<file path="config.mk">
export PLATFORM = sky130hd
export DESIGN_NAME = multicycle_ctrl
export DESIGN_NICKNAME = d
export VERILOG_FILES = /design/src/rtl/multicycle_ctrl.sv
export SDC_FILE = /design/constraint.sdc
export NUM_CORES = 1
export LEC_CHECK = 0
export ABC_AREA = 0
export BUFFER_PORTS_ARGS = -buffer_cell sky130_fd_sc_hd__buf_2
export CORE_ASPECT_RATIO = 0.6
export CORE_UTILIZATION = 45
export CTS_CLUSTER_DIAMETER = 60
export DETAILED_ROUTE_END_ITERATION = 10
export GPL_ROUTABILITY_DRIVEN = 0
export PLACE_DENSITY = 0.7
export SLEW_MARGIN = 30
export SYNTH_ARGS = -nofsm -noshare
export SYNTH_HDL_FRONTEND = slang
export SYNTH_SLANG_ARGS = --single-unit
</file>
<file path="constraint.sdc">
create_clock -name clk -period 1.96 [get_ports clk]
set_input_delay 0.196 -clock clk [delete_from_list [all_inputs] [get_ports clk]]
set_output_delay 0.196 -clock clk [all_outputs]
set_load 0.1 [all_outputs]
</file>
<file path="src/rtl/multicycle_ctrl.sv">
// Multicycle LEGv8 subset control unit: FETCH/DECODE/EXEC/MEM/WB sequencing
// with a bounded wait on data memory that parks in HALT on timeout.
module multicycle_ctrl #(
    parameter int unsigned MEM_TIMEOUT = 15
) (
    input  logic        clk,
    input  logic        reset,
    input  logic        run,
    input  logic [10:0] Instr,
    input  logic        zero_E,
    input  logic        mem_ready,
    output logic        IRWrite,
    output logic        PCWrite,
    output logic        PCSrc,
    output logic        Reg2Loc,
    output logic        AluSrc,
    output logic        RegWrite,
    output logic        MemRead,
    output logic        MemWrite,
    output logic        MemtoReg,
    output logic [3:0]  AluControl,
    output logic [3:0]  state_o,
    output logic        illegal,
    output logic        mem_err
);
    typedef enum logic [3:0] {
        FETCH   = 4'd0, DECODE = 4'd1, EXEC_R = 4'd2, EXEC_M = 4'd3, MEM_RD = 4'd4,
        MEM_WR  = 4'd5, WB_R   = 4'd6, WB_M   = 4'd7, EXEC_CB = 4'd8, HALT = 4'd9
    } state_t;

    typedef enum logic [1:0] {CLS_R, CLS_LD, CLS_ST, CLS_CB} cls_t;

    localparam logic [7:0] TIMEOUT   = 8'(MEM_TIMEOUT);
    localparam logic [3:0] ALU_AND   = 4'b0000;
    localparam logic [3:0] ALU_ORR   = 4'b0001;
    localparam logic [3:0] ALU_ADD   = 4'b0010;
    localparam logic [3:0] ALU_SUB   = 4'b0110;
    localparam logic [3:0] ALU_PASSB = 4'b0111;

    state_t     state_q, state_d;
    cls_t       cls_q, cls_d;
    logic [3:0] aluop_q, aluop_d;
    logic [7:0] cnt_q, cnt_d;

    always_ff @(posedge clk or posedge reset) begin
        if (reset) begin
            state_q <= FETCH;
            cls_q   <= CLS_R;
            aluop_q <= 4'b0000;
            cnt_q   <= 8'd0;
        end else begin
            state_q <= state_d;
            cls_q   <= cls_d;
            aluop_q <= aluop_d;
            cnt_q   <= cnt_d;
        end
    end

    always_comb begin
        state_d    = state_q;
        cls_d      = cls_q;
        aluop_d    = aluop_q;
        cnt_d      = cnt_q;
        IRWrite    = 1'b0;
        PCWrite    = 1'b0;
        PCSrc      = 1'b0;
        Reg2Loc    = 1'b0;
        AluSrc     = 1'b0;
        RegWrite   = 1'b0;
        MemRead    = 1'b0;
        MemWrite   = 1'b0;
        MemtoReg   = 1'b0;
        AluControl = 4'b0000;
        illegal    = 1'b0;
        mem_err    = 1'b0;
        state_o    = state_q;

        case (state_q)
            FETCH: begin
                if (run) begin
                    IRWrite = 1'b1;
                    state_d = DECODE;
                end
            end
            DECODE: begin
                casez (Instr)
                    11'b10001011000: begin cls_d = CLS_R;  aluop_d = ALU_ADD;   state_d = EXEC_R;  end
                    11'b11001011000: begin cls_d = CLS_R;  aluop_d = ALU_SUB;   state_d = EXEC_R;  end
                    11'b10001010000: begin cls_d = CLS_R;  aluop_d = ALU_AND;   state_d = EXEC_R;  end
                    11'b10101010000: begin cls_d = CLS_R;  aluop_d = ALU_ORR;   state_d = EXEC_R;  end
                    11'b11111000010: begin cls_d = CLS_LD; aluop_d = ALU_ADD;   state_d = EXEC_M;  end
                    11'b11111000000: begin cls_d = CLS_ST; aluop_d = ALU_ADD;   state_d = EXEC_M;  end
                    11'b10110100???: begin cls_d = CLS_CB; aluop_d = ALU_PASSB; state_d = EXEC_CB; end
                    default: begin
                        illegal = 1'b1;
                        PCWrite = 1'b1;
                        state_d = FETCH;
                    end
                endcase
            end
            EXEC_R: begin
                AluControl = aluop_q;
                state_d    = WB_R;
            end
            WB_R: begin
                AluControl = aluop_q;
                RegWrite   = 1'b1;
                PCWrite    = 1'b1;
                state_d    = FETCH;
            end
            EXEC_M: begin
                AluSrc     = 1'b1;
                AluControl = ALU_ADD;
                Reg2Loc    = (cls_q == CLS_ST);
                cnt_d      = 8'd0;
                state_d    = (cls_q == CLS_ST) ? MEM_WR : MEM_RD;
            end
            MEM_RD, MEM_WR: begin
                AluSrc     = 1'b1;
                AluControl = ALU_ADD;
                Reg2Loc    = (state_q == MEM_WR);
                MemRead    = (state_q == MEM_RD);
                MemWrite   = (state_q == MEM_WR);
                // A completion arriving on the last allowed cycle still wins over the timeout.
                if (mem_ready) begin
                    PCWrite = (state_q == MEM_WR);
                    state_d = (state_q == MEM_WR) ? FETCH : WB_M;
                end else begin
                    cnt_d = cnt_q + 8'd1;
                    if (cnt_q == TIMEOUT) state_d = HALT;
                end
            end
            WB_M: begin
                RegWrite = 1'b1;
                MemtoReg = 1'b1;
                PCWrite  = 1'b1;
                state_d  = FETCH;
            end
            EXEC_CB: begin
                Reg2Loc    = 1'b1;
                AluControl = ALU_PASSB;
                PCWrite    = 1'b1;
                PCSrc      = zero_E;
                state_d    = FETCH;
            end
            HALT: begin
                mem_err = 1'b1;
            end
            default: state_d = FETCH;
        endcase

        // Outputs must be quiet for the whole time reset is held, not just after the next edge.
        if (reset) begin
            IRWrite    = 1'b0;
            PCWrite    = 1'b0;
            PCSrc      = 1'b0;
            Reg2Loc    = 1'b0;
            AluSrc     = 1'b0;
            RegWrite   = 1'b0;
            MemRead    = 1'b0;
            MemWrite   = 1'b0;
            MemtoReg   = 1'b0;
            AluControl = 4'b0000;
            illegal    = 1'b0;
            mem_err    = 1'b0;
        end
    end
endmodule

</file>
==> results.txt <==
outcome = complete, but fails checks
met2 global-route usage = 33.7%
remaining global-route overflow = 0
Crit Path Class = register to primary output
hold crit path type = input port to register
Final Skew = 7.52 ps
met1 global-route usage = 32.9%
first-pass GRT wire length = 5210 um
Die Height = 43.6 um
max cap viols = 0
number of sinks on the clock net = 17
Post-synth EDFFs = 0
Switch Pwr = 1.47 mW
final setup margin = 13.2 ps
Num CTS Buffers = 3
LEAKAGE = 0.855 nW
via count = 1283
Power per Cell Area = 1370 mW/mm^2
Die W = 71.3 um
Routed WL per cell = 14.7 um
share of power burned in registers = 22.7%
asr flop ratio synth = 100%
total track usage = 22.4%
Iteration-0 DRC Markers = 73
Peak VDD IR = 778 uV
Netlist cell types = 46
largest net degree at the start of global routing = 18
Crit path required time = 1760 ps
Syn Area/Cell = 8.81 sq um
Fmax = 514 MHz
CTS Buffer Depth = 2
die area = 0.00310 sq mm
vias in the first global route = 1149
Post-DP Area = 0.00187 sq mm
worst-path maximum fanout = 15
flops & latches, synth = 17
nets@finish = 209
Core Rows = 14
syn_nets = 164
grt peak-use layer = met2
drt drc = 1
CTS root buf = clkbuf_8
fin util = 75.7%
Antenna Cells = 0
Initial Utilization = 49.6%
combinational power share = 67.7%
CP Data Arrival Time = 1750 ps
Placed Cells = 215
Setup WS pre-CTS = 80.4 ps
Total Power = 2.72 mW
failing checks = DRC
final worst hold slack = 212 ps
number of port buffers = 33
CORE AREA = 0.00261 sq mm
Slew Limit Fails = 0
final instance area = 0.00198 sq mm
via density per instance = 5.75
Int Power = 1.24 mW
area grow syn2layout = 52.7%
Tmin final = 1950 ps
CP startpoint kind = register
Final Hold Violating Endpoints = 0
Routed WL = 3270 um
share of layout cells above drive strength 1 = 50.3%
Clk pwr share = 9.6%
Syn Inst Count = 147
htree depth = 1
yosys warns = 0
initial antenna violation count = 0
DPL Wire Length = 2530 um
first-pass iteration count of the detailed router = 7
switch share = 54.3%
RSZ-0062 raised after global routing = true
Primary FF master, synth = dfrtp_1
synthesized area = 0.00129 sq mm
Clk Latency, worst-skew pair = 250 ps
CTS clk-pin slew, worst paths = 70 ps
M3 GR Usage = 4.88%
Layout Cells excl Fill = 223
total negative slack = 0 ps
endpoints failing setup = 0
CTS tree = yes
Final ANT Viol Nets = 0
Ports = 35
fin crit share = 99.3%
sequential cell area fraction in the yosys report = 32.9%
CP Capture Type = primary output
critical path: stages (launching register included):
cell and delay, ps:
dfrtp_4 570, nor2b_4 170, and3b_1 220, o211ai_1 150, a21oi_4 190, buf_12 190
layout by cell type (no fill, tap or decap), types with 3 or more instances in the layout:
master    instances
and3_2            3
buf_4            17
clkbuf_8          3
nor3_4            8
dfrtp_1          13
nor2_1           14
xor2_1            6
nand2_1          11
buf_12           11
buf_2            21
dfrtp_4           4
o21ai_0           3
mux2i_1           4
nand2b_1          3
inv_1             3
and2_1            3
a21oi_1           5
nor2_4            3
registers in the layout, indices dropped and copies added, names as in the netlist:
signal   count
aluop_q      3
cls_q        2
cnt_q        8
state_o      4
timing repair:
| item | 4_1_cts | 5_1_grt |
|---|---|---|
| hold buffers | 0 | 0 |
| buffers inserted | 0 | 4 |
| pin swaps | 0 | 2 |
| setup endpoints to repair | 3 | 4 |
| resized for setup | 4 | 5 |
area by class of cell:
cell class	count	area (sq um)
clock buffer	4	45.0
fill	183	633
inverter	4	18.8
multi-input combinational	116	968
sequential	17	440
tap	32	40.0
timing repair buffer	50	464
cells in the mapped netlist (2+ instances only):
cell      instances  area (sq um)
nand4_1           2          12.5
mux2i_1           4          40.0
dfrtp_1          17           425
o211ai_1          2          15.0
nor3_1            8          40.0
nand2b_1          6          37.5
xor2_1            6          52.6
nor3_4            2          32.5
buf_2             3          15.0
o31a_1            2          17.5
and2_1            4          25.0
nand2_1          12          45.0
a31oi_1           2          12.5
o22ai_1           2          12.5
inv_1             4          15.0
a21oi_1           8          40.0
o21ai_0           4          20.0
nor2b_1           3          18.8
nand3_1           2          10.0
clkbuf_1          4          15.0
or4b_4            2          27.5
nor2_1           18          67.6
nor4b_2           2          30.0
and3_1            6          37.5
kinds of logic after synthesis:
family | synth area share (%)
simple gates | 34.9
compound gates | 17.4
flops | 32.9
buf+inv | 5.60
xor+xnor | 4.06
mux | 3.96
fa+ha+maj | 0.966
other cells | 0.290
worst paths after layout:
| kind | startpoint | end | slack [ps] | depth (start not counted) |
|---|---|---|---|---|
| min in group asynchronous | reset | state_o[2] | 250 | 4 |
| max reg2reg | state_o[3] | cls_q[0] | 130 | 3 |
| min | Instr[1] | cls_q[0] | 210 | 3 |
| max | state_o[2] | Reg2Loc | 10 | 5 |
| min reg2reg | aluop_q[1] | aluop_q[1] | 530 | 1 |
| max in group asynchronous | reset | state_o[0] | 1500 | 4 |
routing by layer:
layer	wire length, um	share of wire, %	vias to the layer above
met2	1440	44	45
met4	13	0.40	0
met5	0	0	-
li1	-	-	612
met1	1600	49	624
met3	209	6.4	2
power groups by stage:
| stage | clock network [mW] | logic [mW] | registers (mW) |
|---|---|---|---|
| final | 0.260 | 1.84 | 0.618 |
| after global routing | 0.282 | 1.93 | 0.631 |
| after CTS | 0.269 | 1.73 | 0.621 |
| after detailed placement | 0 | 1.70 | 0.627 |
| after global placement | 0 | 1.69 | 0.618 |
| after floorplan | 0 | 1.22 | 0.767 |
(Power assumes the default switching activity.)
